`config.mk`:
```
export PLATFORM = sky130hd
export DESIGN_NAME = counter_arbiter
export DESIGN_NICKNAME = d
export VERILOG_FILES = /design/src/rtl/counter_pkg.sv /design/src/rtl/interval_counter.sv /design/src/rtl/counter_arbiter.sv
export SDC_FILE = /design/constraint.sdc
export NUM_CORES = 1
export LEC_CHECK = 0
export ABC_AREA = 0
export CAP_MARGIN = 30
export CELL_PAD_IN_SITES_DETAIL_PLACEMENT = 1
export CELL_PAD_IN_SITES_GLOBAL_PLACEMENT = 1
export CORE_UTILIZATION = 30
export DETAILED_ROUTE_END_ITERATION = 10
export GPL_TIMING_DRIVEN = 0
export PLACE_DENSITY = 0.63
export SYNTH_ARGS = -nofsm -noshare
export SYNTH_HDL_FRONTEND = slang
export SYNTH_SLANG_ARGS = --single-unit
export TNS_END_PERCENT = 1
```
`constraint.sdc`:
```
create_clock -name clk -period 4 [get_ports clk]
set_input_delay 0.6 -clock clk [delete_from_list [all_inputs] [get_ports clk]]
set_output_delay 0.6 -clock clk [all_outputs]
set_load 0.01 [all_outputs]
```
`src/rtl/counter_pkg.sv`:
```
// Shared definitions for the counter arbiter: FSM encoding and default widths.
package counter_pkg;

   typedef enum logic [1:0] {
      ST_IDLE = 2'd0,
      ST_RUN  = 2'd1,
      ST_DONE = 2'd2
   } state_t;

   localparam int unsigned DEFAULT_CNT_W   = 4;
   localparam int unsigned DEFAULT_NUM_REQ = 4;

endpackage

```
`src/rtl/interval_counter.sv`:
```
// Shared up-counter datapath: synchronous clear has priority over enable.
module interval_counter #(
   parameter int unsigned CNT_W = 4
) (
   input  logic             clk,
   input  logic             reset,
   input  logic             clr,
   input  logic             en,
   output logic [CNT_W-1:0] out
);

   logic [CNT_W-1:0] cnt_q;
   logic [CNT_W-1:0] cnt_d;

   // Next count: clear, increment or hold.
   always_comb begin
      cnt_d = cnt_q;
      if (clr) begin
         cnt_d = '0;
      end else if (en) begin
         cnt_d = cnt_q + CNT_W'(1);
      end
   end

   // Counter register.
   always_ff @(posedge clk or negedge reset) begin
      if (!reset) begin
         cnt_q <= '0;
      end else begin
         cnt_q <= cnt_d;
      end
   end

   assign out = cnt_q;

endmodule

```
`src/rtl/counter_arbiter.sv`:
```
// Round-robin scheduler that lends one interval counter to NUM_REQ requesters, one run at a time.
module counter_arbiter
   import counter_pkg::*;
#(
   parameter int unsigned NUM_REQ = DEFAULT_NUM_REQ,
   parameter int unsigned CNT_W   = DEFAULT_CNT_W
) (
   input  logic                     clk,
   input  logic                     reset,
   input  logic [NUM_REQ-1:0]       req,
   input  logic [NUM_REQ*CNT_W-1:0] len,
   output logic [NUM_REQ-1:0]       grant,
   output logic                     busy,
   output logic                     done,
   output logic [CNT_W-1:0]         out
);

   localparam int unsigned PTR_W = (NUM_REQ > 1) ? $clog2(NUM_REQ) : 1;

   // Rotate requests so ptr+1 sits at bit 0, take the lowest set bit, rotate the index back.
   function automatic logic [PTR_W-1:0] rr_pick(input logic [NUM_REQ-1:0] r,
                                                input logic [PTR_W-1:0]   p);
      logic [2*NUM_REQ-1:0] dbl;
      logic [NUM_REQ-1:0]   rot;
      int unsigned          off;
      int unsigned          sel;
      off = 32'(p) + 32'd1;
      if (off >= NUM_REQ) begin
         off = off - NUM_REQ;
      end
      dbl = {r, r};
      rot = dbl[off +: NUM_REQ];
      sel = 0;
      for (int k = NUM_REQ - 1; k >= 0; k--) begin
         if (rot[k]) begin
            sel = k;
         end
      end
      sel = sel + off;
      if (sel >= NUM_REQ) begin
         sel = sel - NUM_REQ;
      end
      return PTR_W'(sel);
   endfunction

   state_t             state_q, state_d;
   logic [NUM_REQ-1:0] grant_q, grant_d;
   logic [PTR_W-1:0]   ptr_q, ptr_d;
   logic [PTR_W-1:0]   idx_q, idx_d;
   logic [CNT_W-1:0]   len_q, len_d;
   logic [PTR_W-1:0]   pick;
   logic [CNT_W-1:0]   len_sel;
   logic               cnt_clr;
   logic               cnt_en;

   // Next-state, grant bookkeeping and counter control.
   always_comb begin
      state_d = state_q;
      grant_d = grant_q;
      ptr_d   = ptr_q;
      idx_d   = idx_q;
      len_d   = len_q;
      cnt_clr = 1'b0;
      cnt_en  = 1'b0;
      pick    = rr_pick(req, ptr_q);
      len_sel = len[32'(pick)*CNT_W +: CNT_W];
      case (state_q)
         ST_IDLE: begin
            if (|req) begin
               idx_d   = pick;
               grant_d = NUM_REQ'(1) << pick;
               len_d   = len_sel;
               cnt_clr = 1'b1;
               state_d = (len_sel != '0) ? ST_RUN : ST_DONE;
            end
         end
         ST_RUN: begin
            if (!req[idx_q]) begin
               // Requester gave up: discard the run, counter holds, no done pulse.
               state_d = ST_IDLE;
               grant_d = '0;
               ptr_d   = idx_q;
            end else begin
               cnt_en = 1'b1;
               if (out == len_q - CNT_W'(1)) begin
                  state_d = ST_DONE;
               end
            end
         end
         ST_DONE: begin
            state_d = ST_IDLE;
            grant_d = '0;
            ptr_d   = idx_q;
         end
         default: begin
            state_d = ST_IDLE;
            grant_d = '0;
         end
      endcase
   end

   // FSM and arbitration state registers.
   always_ff @(posedge clk or negedge reset) begin
      if (!reset) begin
         state_q <= ST_IDLE;
         grant_q <= '0;
         ptr_q   <= PTR_W'(NUM_REQ - 1);
         idx_q   <= '0;
         len_q   <= '0;
      end else begin
         state_q <= state_d;
         grant_q <= grant_d;
         ptr_q   <= ptr_d;
         idx_q   <= idx_d;
         len_q   <= len_d;
      end
   end

   interval_counter #(
      .CNT_W (CNT_W)
   ) u_counter (
      .clk   (clk),
      .reset (reset),
      .clr   (cnt_clr),
      .en    (cnt_en),
      .out   (out)
   );

   assign grant = grant_q;
   assign busy  = (state_q != ST_IDLE);
   assign done  = (state_q == ST_DONE);

endmodule

```
==> run_results.csv <==
group,metric,value,unit
run_status,outcome,"finished clean",
clock_tree,cts_setup_buffers,0,
floorplanning,coreArea,4380,µm²
clock_tree,ctsHtreeMaxLevel,1,
finish,nets,213,
worst_setup_path,cp_num_buf_inv,2,
synthesis,synthCells,151,
floorplanning,start_util,31.3,%
drt,first_pass_iters,4,
finish,nFillCells,534,
synthesis,synth-edff-count,0,
worst_hold_path,hold_class,"flip-flop to flip-flop",
finish,fin_util,40.9,%
clock_tree,root_buffer,"clkbuf_8",
finish,antenna_cells,0,
power_and_ir_drop,p_leak,0.749,nW
synthesis,synth-main-ff-cell,"dfrtp_1",
clock_tree,cts.reportedPaths.clkPinSlew,70,ps
power_and_ir_drop,fin_total_pwr,0.00155,W
worst_setup_path,start_kind,"input pin",
worst_setup_path,path_class,"input pin to flip-flop",
sta,max_slew_margin,46.7,%
worst_setup_path,path_cells,"clkdlybuf4s50_1 -> inv_1 -> o22ai_1 -> nor2_1 -> a2111oi_0 -> ha_1 -> xor2_1 -> a31oi_1 -> or4_1 -> o311ai_1",
placed_design,gp_congestion,0.798,
sta,fin_setup_tns,0,ps
floorplanning,die-area,4850,µm²
synthesis,synth-seq-area-share,33.0,%
drt,vias,1248,
synthesis,avgSynthCellArea,9.08,µm²
drt,drcViolationCount,0,
clock_tree,clk-insertion-delay-late,250,ps
placed_design,placed_area,1740,µm²
global_route,grt_max_degree,19,
drt,wl,3440,µm
finish,multi_input_area,833,µm²
worst_setup_path,required,4150,ps
sta,fin_worst_skew,4.27,ps
clock_tree,numCtsBuffers,3,
floorplanning,die_y,69.6,µm
global_route,grt_overflow_total,0,
worst_setup_path,path_depth,10,
global_route,antenna_found_initial,0,
drt,ant_nets,0,
global_route,grt_pass1_vias,1262,
sta,fmax,328,MHz
drt,wl_per_cell,14.5,µm
worst_hold_path,holdPathStages,2,
drt,drtIter0Drc,48,
clock_tree,hold_buffers,0,
finish,regArea,453,µm²
floorplanning,die_x,69.6,µm
sta,rsz0062_at_grt,"false",
sta,finalSetupViolations,0,
global_route,grt_pass1_wl,5760,µm
sta,fin_crit,3050,ps
placed_design,dp_hpwl,2870,µm
worst_setup_path,end_kind,"flip-flop",
power_and_ir_drop,vdd_ir_drop_max,0.363,mV
sta,setup_slack,950,ps
floorplanning,num_io_pins,32,
drt,routed_via_density,5.27,
clock_tree,ctsLongestPathBuffers,2,
power_and_ir_drop,power_density,868,nW/µm²
clock_tree,post_cts_resized,0,
worst_setup_path,rr_worst_depth,10,
sta,min_period_over_period,76.2,%
clock_tree,cts_tree,"built",
synthesis,synth_nets,178,
worst_setup_path,arrival,3200,ps
worst_setup_path,path_delay_family,"compound AO/OA/AOI/OAI gates",
synthesis,yosys_warnings,0,
placed_design,io_buffers,30,
synthesis,synthesis.area,1370,µm²
sta,worst_slew_pin_slew,797,ps
finish,final_area,1790,µm²
clock_tree,cts.sinks,18,
floorplanning,row_count,24,
worst_setup_path,slowest_stage,"clkdlybuf4s50_1",
global_route,grtUsageTotal,14.8,%
run,cap_violations,0,
sta,slew_violations,0,
finish,syn2layout_area_growth,30.7,%
synthesis,async_flop_share,100,%
synthesis,synth_seq_cells,18,
placed_design,dpl_worst_slack,651,ps
sta,hold_viol_final,0,
finish,drive_above_1_share,11.4,%
synthesis,ys_types,46,
worst_setup_path,critPathMaxFanout,5,
worst_setup_path,slowest_delay,550,ps
-- cells in the final DEF, fill, tap and decap left out, types with 2 or more instances in the layout --
| master | Yosys | final |
|---|---|---|
| dfrtp_1 | 16 | 16 |
| nor2b_1 | 2 | 2 |
| or4_1 | 3 | 3 |
| inv_1 | 8 | 8 |
| xor2_1 | 5 | 5 |
| o21ai_1 | 2 | 2 |
| o21bai_1 | 2 | 2 |
| nand2_1 | 19 | 19 |
| dfstp_2 | 2 | 2 |
| nor2_1 | 15 | 15 |
| nor4_1 | 2 | 2 |
| a21oi_1 | 3 | 3 |
| xnor2_1 | 5 | 5 |
| nand4_1 | 4 | 4 |
| ha_1 | 5 | 5 |
| nor3_1 | 3 | 3 |
| clkbuf_8 | 2 | 6 |
| o21ai_0 | 6 | 6 |
| a31oi_1 | 3 | 3 |
| o41a_1 | 2 | 2 |
| o31ai_1 | 6 | 6 |
| mux2i_1 | 10 | 10 |
| nand2b_1 | 2 | 2 |
| or3_4 | 2 | 2 |
| clkdlybuf4s50_1 | 0 | 30 |
-- tightest hold or removal path: stages (launching register included) --
cell and delay (ps):
dfrtp_1 340, nand2_1 60, o31ai_1 60
-- flip-flops by register name, indices dropped and copies added, names as in the netlist --
register and flops:
state_q 2, idx_q 2, grant 4, ptr_q 2
u_counter.out 4, len_q 4
-- synthesized netlist by cell type, types with 3 or more instances --
cell type,instances,area [µm²]
a31oi_1,3,18.8
dfrtp_1,16,400
xnor2_1,5,43.8
nand4_1,4,25.0
nand2_1,19,71.3
o31ai_1,6,45.0
ha_1,5,62.6
nor2_1,15,56.3
or4_1,3,22.5
mux2i_1,10,100
xor2_1,5,43.8
inv_1,8,30.0
a21oi_1,3,15.0
nor3_1,3,15.0
o21ai_0,6,30.0
-- worst paths after layout --
check                           slack [ps]  startpoint                to
worst max-delay path                   950      req[1]        state_q[0]
worst min-delay path                   480    grant[2]          grant[2]
worst max register to register         990    ptr_q[0]        state_q[0]
worst min register to register         480    grant[2]          grant[2]
max in group asynchronous             2690       reset  u_counter.out[3]
min in group asynchronous              800       reset  u_counter.out[0]
-- metrics by stage --
| step | hold WS [ps] | instances |
|---|---|---|
| 5_1_grt | 517 | 237 |
| 6_report | 484 | 237 |
| 2_1_floorplan | 304 | 151 |
| 3_3_place_gp | 465 | 233 |
| 4_1_cts | 490 | 237 |
| 3_5_place_dp | 474 | 233 |
-- kinds of logic (layout without fill, tap and decap cells) --
group,Yosys count,after routing,synth area share (%)
AOI/OAI and AO/OA,33,33,17.0
adders and majority gates,5,5,4.56
muxes,12,12,10.0
buffers and inverters,14,48,6.20
xor gates and xnor gates,10,10,6.39
DFF,18,18,33.0
and+or+nand+nor,59,59,22.8
-- area by class of cell --
cell class / instances / share of cell area [%]
clock buffers: 4 / 3.07
plain buffers: 6 / 3.07
multi-input cells: 119 / 46.5
flip-flops and latches: 18 / 25.3
well taps: 52 / 3.63
repair buffers: 30 / 16.8
inverters: 8 / 1.68
-- per-layer routing --
| metal | GRT usage [%] | part of all wire, % | vias to the layer above |
|---|---|---|---|
| met4 | 5.33 | 1.1 | 0 |
| met2 | 25.5 | 49 | 23 |
| met1 | 19.2 | 47 | 605 |
| met3 | 1.31 | 2.3 | 4 |
| li1 | - | - | 616 |
| met5 | 0 | 0 | - |
-- power by group --
group          switching [W]  internal, W  leakage [nW]
Clock              0.0000602    0.0000874        0.0288
Combinational       0.000585     0.000489         0.493
Sequential         0.0000656     0.000268         0.227
Total               0.000710     0.000844         0.749
(Power assumes the default switching activity.)
